### config.mk
export PLATFORM = sky130hd
export DESIGN_NAME = hsynq_monitor
export DESIGN_NICKNAME = d
export VERILOG_FILES = /design/src/rtl/hsynq_monitor.sv
export SDC_FILE = /design/constraint.sdc
export NUM_CORES = 1
export LEC_CHECK = 0
export ABC_AREA = 1
export BUFFER_PORTS_ARGS = -buffer_cell sky130_fd_sc_hd__buf_4
export CAP_MARGIN = 20
export CORE_MARGIN = 2
export CORE_UTILIZATION = 35
export DETAILED_ROUTE_END_ITERATION = 12
export HOLD_SLACK_MARGIN = 0.06
export PLACE_DENSITY = 0.63
export SETUP_SLACK_MARGIN = 0.02
export SYNTH_ARGS = -nofsm -noshare
export SYNTH_HDL_FRONTEND = slang
export SYNTH_SLANG_ARGS = --single-unit
### constraint.sdc
create_clock -name clk -period 2.4 [get_ports clk]
set_input_delay 0.12 -clock clk [delete_from_list [all_inputs] [get_ports clk]]
set_output_delay 0.12 -clock clk [all_outputs]
set_load 0.01 [all_outputs]
### src/rtl/hsynq_monitor.sv
// hsynq_monitor: receive-side checker for VGA hsynq/display line timing.
// Measures each line segment, tracks lock and reports coded timing errors.
`timescale 1ns/1ps
module hsynq_monitor #(
    parameter int SYNC_CLKS      = 192,
    parameter int BP_CLKS        = 96,
    parameter int DISP_CLKS      = 1280,
    parameter int FP_CLKS        = 32,
    parameter int CLKS_PER_PIXEL = 2,
    parameter int LOCK_LINES     = 2,
    parameter int CNT_W          = 11
) (
    input  logic        clk,
    input  logic        reset,
    input  logic        hsynq,
    input  logic        display,
    output logic        locked,
    output logic        line_done,
    output logic        pixel_valid,
    output logic [9:0]  pixel_x,
    output logic        err_valid,
    output logic [2:0]  err_code,
    output logic [15:0] line_count
);

    typedef enum logic [2:0] {
        HUNT,
        SYNC,
        BP,
        ACTIVE,
        FP
    } state_t;

    localparam int STK_W = $clog2(LOCK_LINES + 1);
    localparam int DIV_W =
        (CLKS_PER_PIXEL > 1) ? $clog2(CLKS_PER_PIXEL) : 1;

    localparam logic [CNT_W-1:0] SYNC_N = CNT_W'(SYNC_CLKS);
    localparam logic [CNT_W-1:0] BP_N   = CNT_W'(BP_CLKS);
    localparam logic [CNT_W-1:0] DISP_N = CNT_W'(DISP_CLKS);
    localparam logic [CNT_W-1:0] FP_N   = CNT_W'(FP_CLKS);
    localparam logic [9:0] PX_LAST =
        10'(DISP_CLKS / CLKS_PER_PIXEL - 1);
    localparam logic [DIV_W-1:0] DIV_LAST =
        DIV_W'(CLKS_PER_PIXEL - 1);
    localparam logic [STK_W-1:0] STK_MAX = STK_W'(LOCK_LINES);

    logic             hs_q, hs_qq;
    logic             de_q, de_qq;
    state_t           st, nxt;
    logic [CNT_W-1:0] seg_cnt;
    logic [DIV_W-1:0] pix_div;
    logic [STK_W-1:0] streak, streak_nxt;
    logic             hs_fall, hs_rise;
    logic             de_rise, de_fall;
    logic             err, good;
    logic [2:0]       code;

    assign hs_fall = hs_qq & ~hs_q;
    assign hs_rise = ~hs_qq & hs_q;
    assign de_rise = ~de_qq & de_q;
    assign de_fall = de_qq & ~de_q;

    assign streak_nxt =
        (streak == STK_MAX) ? streak : streak + 1'b1;

    always_comb begin
        nxt  = st;
        err  = 1'b0;
        code = 3'd0;
        good = 1'b0;
        unique case (st)
            HUNT: begin
                if (hs_fall) nxt = SYNC;
            end
            SYNC: begin
                if (de_q)
                    {err, code} = {1'b1, 3'd5};
                else if (hs_rise) begin
                    if (seg_cnt == SYNC_N) nxt = BP;
                    else {err, code} = {1'b1, 3'd1};
                end else if (seg_cnt > SYNC_N)
                    {err, code} = {1'b1, 3'd1};
            end
            BP: begin
                if (hs_fall || (de_q && !de_rise))
                    {err, code} = {1'b1, 3'd5};
                else if (de_rise) begin
                    if (seg_cnt == BP_N) nxt = ACTIVE;
                    else {err, code} = {1'b1, 3'd2};
                end else if (seg_cnt > BP_N)
                    {err, code} = {1'b1, 3'd2};
            end
            ACTIVE: begin
                if (hs_fall)
                    {err, code} = {1'b1, 3'd5};
                else if (de_fall) begin
                    if (seg_cnt == DISP_N) nxt = FP;
                    else {err, code} = {1'b1, 3'd3};
                end else if (seg_cnt > DISP_N)
                    {err, code} = {1'b1, 3'd3};
            end
            FP: begin
                if (de_q)
                    {err, code} = {1'b1, 3'd5};
                else if (hs_fall) begin
                    if (seg_cnt == FP_N) begin
                        nxt  = SYNC;
                        good = 1'b1;
                    end else {err, code} = {1'b1, 3'd4};
                end else if (seg_cnt > FP_N)
                    {err, code} = {1'b1, 3'd4};
            end
            default: nxt = HUNT;
        endcase
        // an error on a sync fall restarts measurement at once
        if (err) nxt = hs_fall ? SYNC : HUNT;
    end

    always_ff @(posedge clk or negedge reset) begin
        if (!reset) begin
            hs_q        <= 1'b1;
            hs_qq       <= 1'b1;
            de_q        <= 1'b0;
            de_qq       <= 1'b0;
            st          <= HUNT;
            seg_cnt     <= '0;
            pix_div     <= '0;
            streak      <= '0;
            locked      <= 1'b0;
            line_done   <= 1'b0;
            pixel_valid <= 1'b0;
            pixel_x     <= '0;
            err_valid   <= 1'b0;
            err_code    <= '0;
            line_count  <= '0;
        end else begin
            hs_q  <= hsynq;
            hs_qq <= hs_q;
            de_q  <= display;
            de_qq <= de_q;
            st    <= nxt;

            if (nxt != st || err)
                seg_cnt <= CNT_W'(1);
            else if (st != HUNT)
                seg_cnt <= seg_cnt + 1'b1;

            line_done   <= good;
            err_valid   <= err;
            err_code    <= code;
            pixel_valid <= (nxt == ACTIVE);

            if (nxt == ACTIVE && st != ACTIVE) begin
                pixel_x <= '0;
                pix_div <= '0;
            end else if (st == ACTIVE) begin
                if (pix_div == DIV_LAST) begin
                    pix_div <= '0;
                    if (pixel_x != PX_LAST)
                        pixel_x <= pixel_x + 1'b1;
                end else begin
                    pix_div <= pix_div + 1'b1;
                end
            end

            if (err) begin
                streak <= '0;
                locked <= 1'b0;
            end else if (good) begin
                streak <= streak_nxt;
                if (streak_nxt == STK_MAX)
                    locked <= 1'b1;
                if (line_count != 16'hFFFF)
                    line_count <= line_count + 1'b1;
            end
        end
    end

endmodule
==> impl_metrics.toml <==
[timing]
relSlewSlack_pct = 54.68
finalSetupViolations = 0
period_minus_slack_ns = 2.006
fin_crit_sh_pct = 83.59
fin_skew_ns = 0.01661
fmax_mhz = 498.5
finalHoldViolCount = 0
worstMarginPinSlew_ns = 0.6798
fin_ws_ns = 0.3939
rsz0062_at_grt = "no"
tns_ns = 0
report.final.slew_viol_count = 0

[global_route]
gr-usage-met3_pct = 2.649
grt_use_total_pct = 14.12
met1_usage_pct = 19.67
grt_pass1_wl_um = 11410
grt_util_met2_pct = 22.19
grt-busiest-layer = "met2"
antenna_found_initial = 0
grt_overflow = 0
grt_max_degree = 55
grt_pass1_vias = 2546

[floorplan]
initial_core_util_pct = 35.89
core_area_um2 = 8678
rows = 34
fp.dieW_um = 98.33
design.die.area_um2 = 9669
io_pins = 37
die_h_um = 98.33

[cts]
clk_pin_slew_worst_paths_ns = 0.09
cts_tree = "built"
cts.path.max_buffers = 2
clockRootBuffer = "clkbuf_8"
postCtsSetupRepairBufs = 0
insertion_delay_ns = 0.31
numCtsBuffers = 5
htreeDepth = 2
cts_sinks = 54

[flow_run]
drv_cap = 0

[worst_setup_path]
r2r_slack_ns = 0.39
crit_path_end_kind = "register"
startpoint_type = "register"
cp_max_fo = 10
required_ns = 2.59
crit_arrival_ns = 2.19
cp_cell_sequence = "inv_1 -> nand2_2 -> inv_1 -> nor2_1 -> nand2_1 -> nor2_4 -> nor2_1 -> nand2_1 -> nor2_1 -> nand3_1 -> nand3_2 -> nand2_4 -> nor2_2"
slowest_delay_ns = 0.55
setup.worst_path.class = "register to register"
worst_path_most_repeated_cell = "nor2_1"
critPathSlowestCell = "dfstp_2"

[place]
placed_cell_area_um2 = 3520
gp_congestion = 0.9008
hpwl_um = 4983
portBuffers = 36
post-place-ws_ns = 0.4311

[drt]
viasPerCell = 4.752
vias = 2571
drt_first_iter_violations = 156
avgRoutedWirePerCell_um = 11.96
drc = 0
ant_nets = 0
drt_pass1_iterations = 4
wl_um = 6472

[synth]
synth_nets = 395
ys_ff_latch = 54
yosys_warnings = 0
synth_area_um2 = 3114
synthesis.instances = 386
synth_cell_types = 33
yosysSeqAreaShare_pct = 43.47
synth.avg_cell_area_um2 = 8.068

[min_path]
hold_path_class = "register to register"

[cells_and_area]
fillers = 899
nNetsFinal = 441
final_area_um2 = 3636
num_antenna_cells = 0
drive_above_1_share_pct = 22.63
layout_commonest_cell = "nand2_1"
multi_input_area_um2 = 1548
layout_common_cells = "nand2_1 (77), inv_1 (52), dfrtp_1 (52), nor2_1 (45), buf_4 (36)"
area_growth_pct = 16.75
seq_area_um2 = 1354

[outcome]
status = "complete, no violations"

[power_and_ir_drop]
power_density_nw_per_um2 = 551.3
peakVddDrop_mv = 0.2446
p_leak_nw = 1.786
[what timing repair did]
action	4_1_cts	5_1_grt
gates resized for setup	0	0
hold buffers	3	0
endpoints found under the hold margin	54	0
[metal layers]
| layer | wire, um | part of all wire, % | vias up |
|---|---|---|---|
| met5 | 0 | 0 | - |
| met4 | 85 | 1.3 | 0 |
| met3 | 314 | 4.9 | 6 |
| met2 | 2959 | 46 | 63 |
| met1 | 3114 | 48 | 1182 |
| li1 | - | - | 1320 |
[sequential cells by signal (all words and copies together) (netlist names), 2 cells and up]
register / flops
line_count: 16
seg_cnt: 11
pixel_x: 10
err_code: 3
st: 3
streak: 2
[report_power, final]
part | internal, mW | total, mW | switching (mW)
Sequential | 0.960 | 1.01 | 0.0501
Clock | 0.207 | 0.498 | 0.292
Combinational | 0.158 | 0.496 | 0.338
[logic make-up after synthesis]
group                      synth area share [%]
DFF                                       43.47
buffers and inverters                     6.830
adders and majority gates                 2.009
AOI/OAI and AO/OA                         6.067
xor gates and xnor gates                  5.906
and+or+nand+nor                           35.72
[path summary, 6_finish.rpt]
| check | startpoint | end | cells past startpoint |
|---|---|---|---|
| worst max-delay path | hs_q | seg_cnt[9] | 13 |
| worst min-delay path | hs_q | hs_qq | 0 |
| worst max register to register | hs_q | seg_cnt[9] | 13 |
| worst min register to register | hs_q | hs_qq | 0 |
| max in group asynchronous | reset | pixel_x[1] | 2 |
| min in group asynchronous | reset | line_count[8] | 2 |
[stage by stage]
step	total power [mW]	hold slack (ns)	std cells	util [%]
2_1_floorplan	1.377	-0.1756	386	-
3_3_place_gp	1.510	0.2140	530	40.56
3_5_place_dp	1.522	0.2260	530	40.56
4_1_cts	2.038	0.3830	541	41.90
5_1_grt	2.136	0.3904	541	41.90
6_report	2.005	0.3790	541	41.90
[layout make-up]
class	instances	share of cell area, %
Clock buffer	6	1.996
Clock inverter	2	0.3785
Inverter	56	5.850
Multi-Input combinational cell	276	42.57
Sequential cell	54	37.23
Tap cell	108	3.716
Timing Repair Buffer	39	8.259
[cell usage after synthesis (all sizes together)]
library cell | n | share of area, %
nor4 | 4 | 0.80
o21ai | 22 | 3.5
dfstp | 2 | 1.7
nand3 | 28 | 5.3
xnor2 | 6 | 1.7
o21bai | 1 | 0.24
ha | 5 | 2.0
a32o | 1 | 0.32
inv | 56 | 6.8
a31oi | 1 | 0.20
or2 | 1 | 0.28
xor2 | 15 | 4.2
nor2 | 68 | 11
dfrtp | 52 | 42
a211oi | 1 | 0.24
nand4 | 11 | 2.6
nor3 | 12 | 2.6
nand2 | 90 | 12
nand3b | 2 | 0.48
a21oi | 7 | 1.2
a221oi | 1 | 0.28
[critical path: cells and delay by family (launching register included)]
family	cells	cell delay, ns
and+or+nand+nor	11	1.16
DFF	1	0.55
buffers and inverters	2	0.19
(Power assumes the default switching activity.)
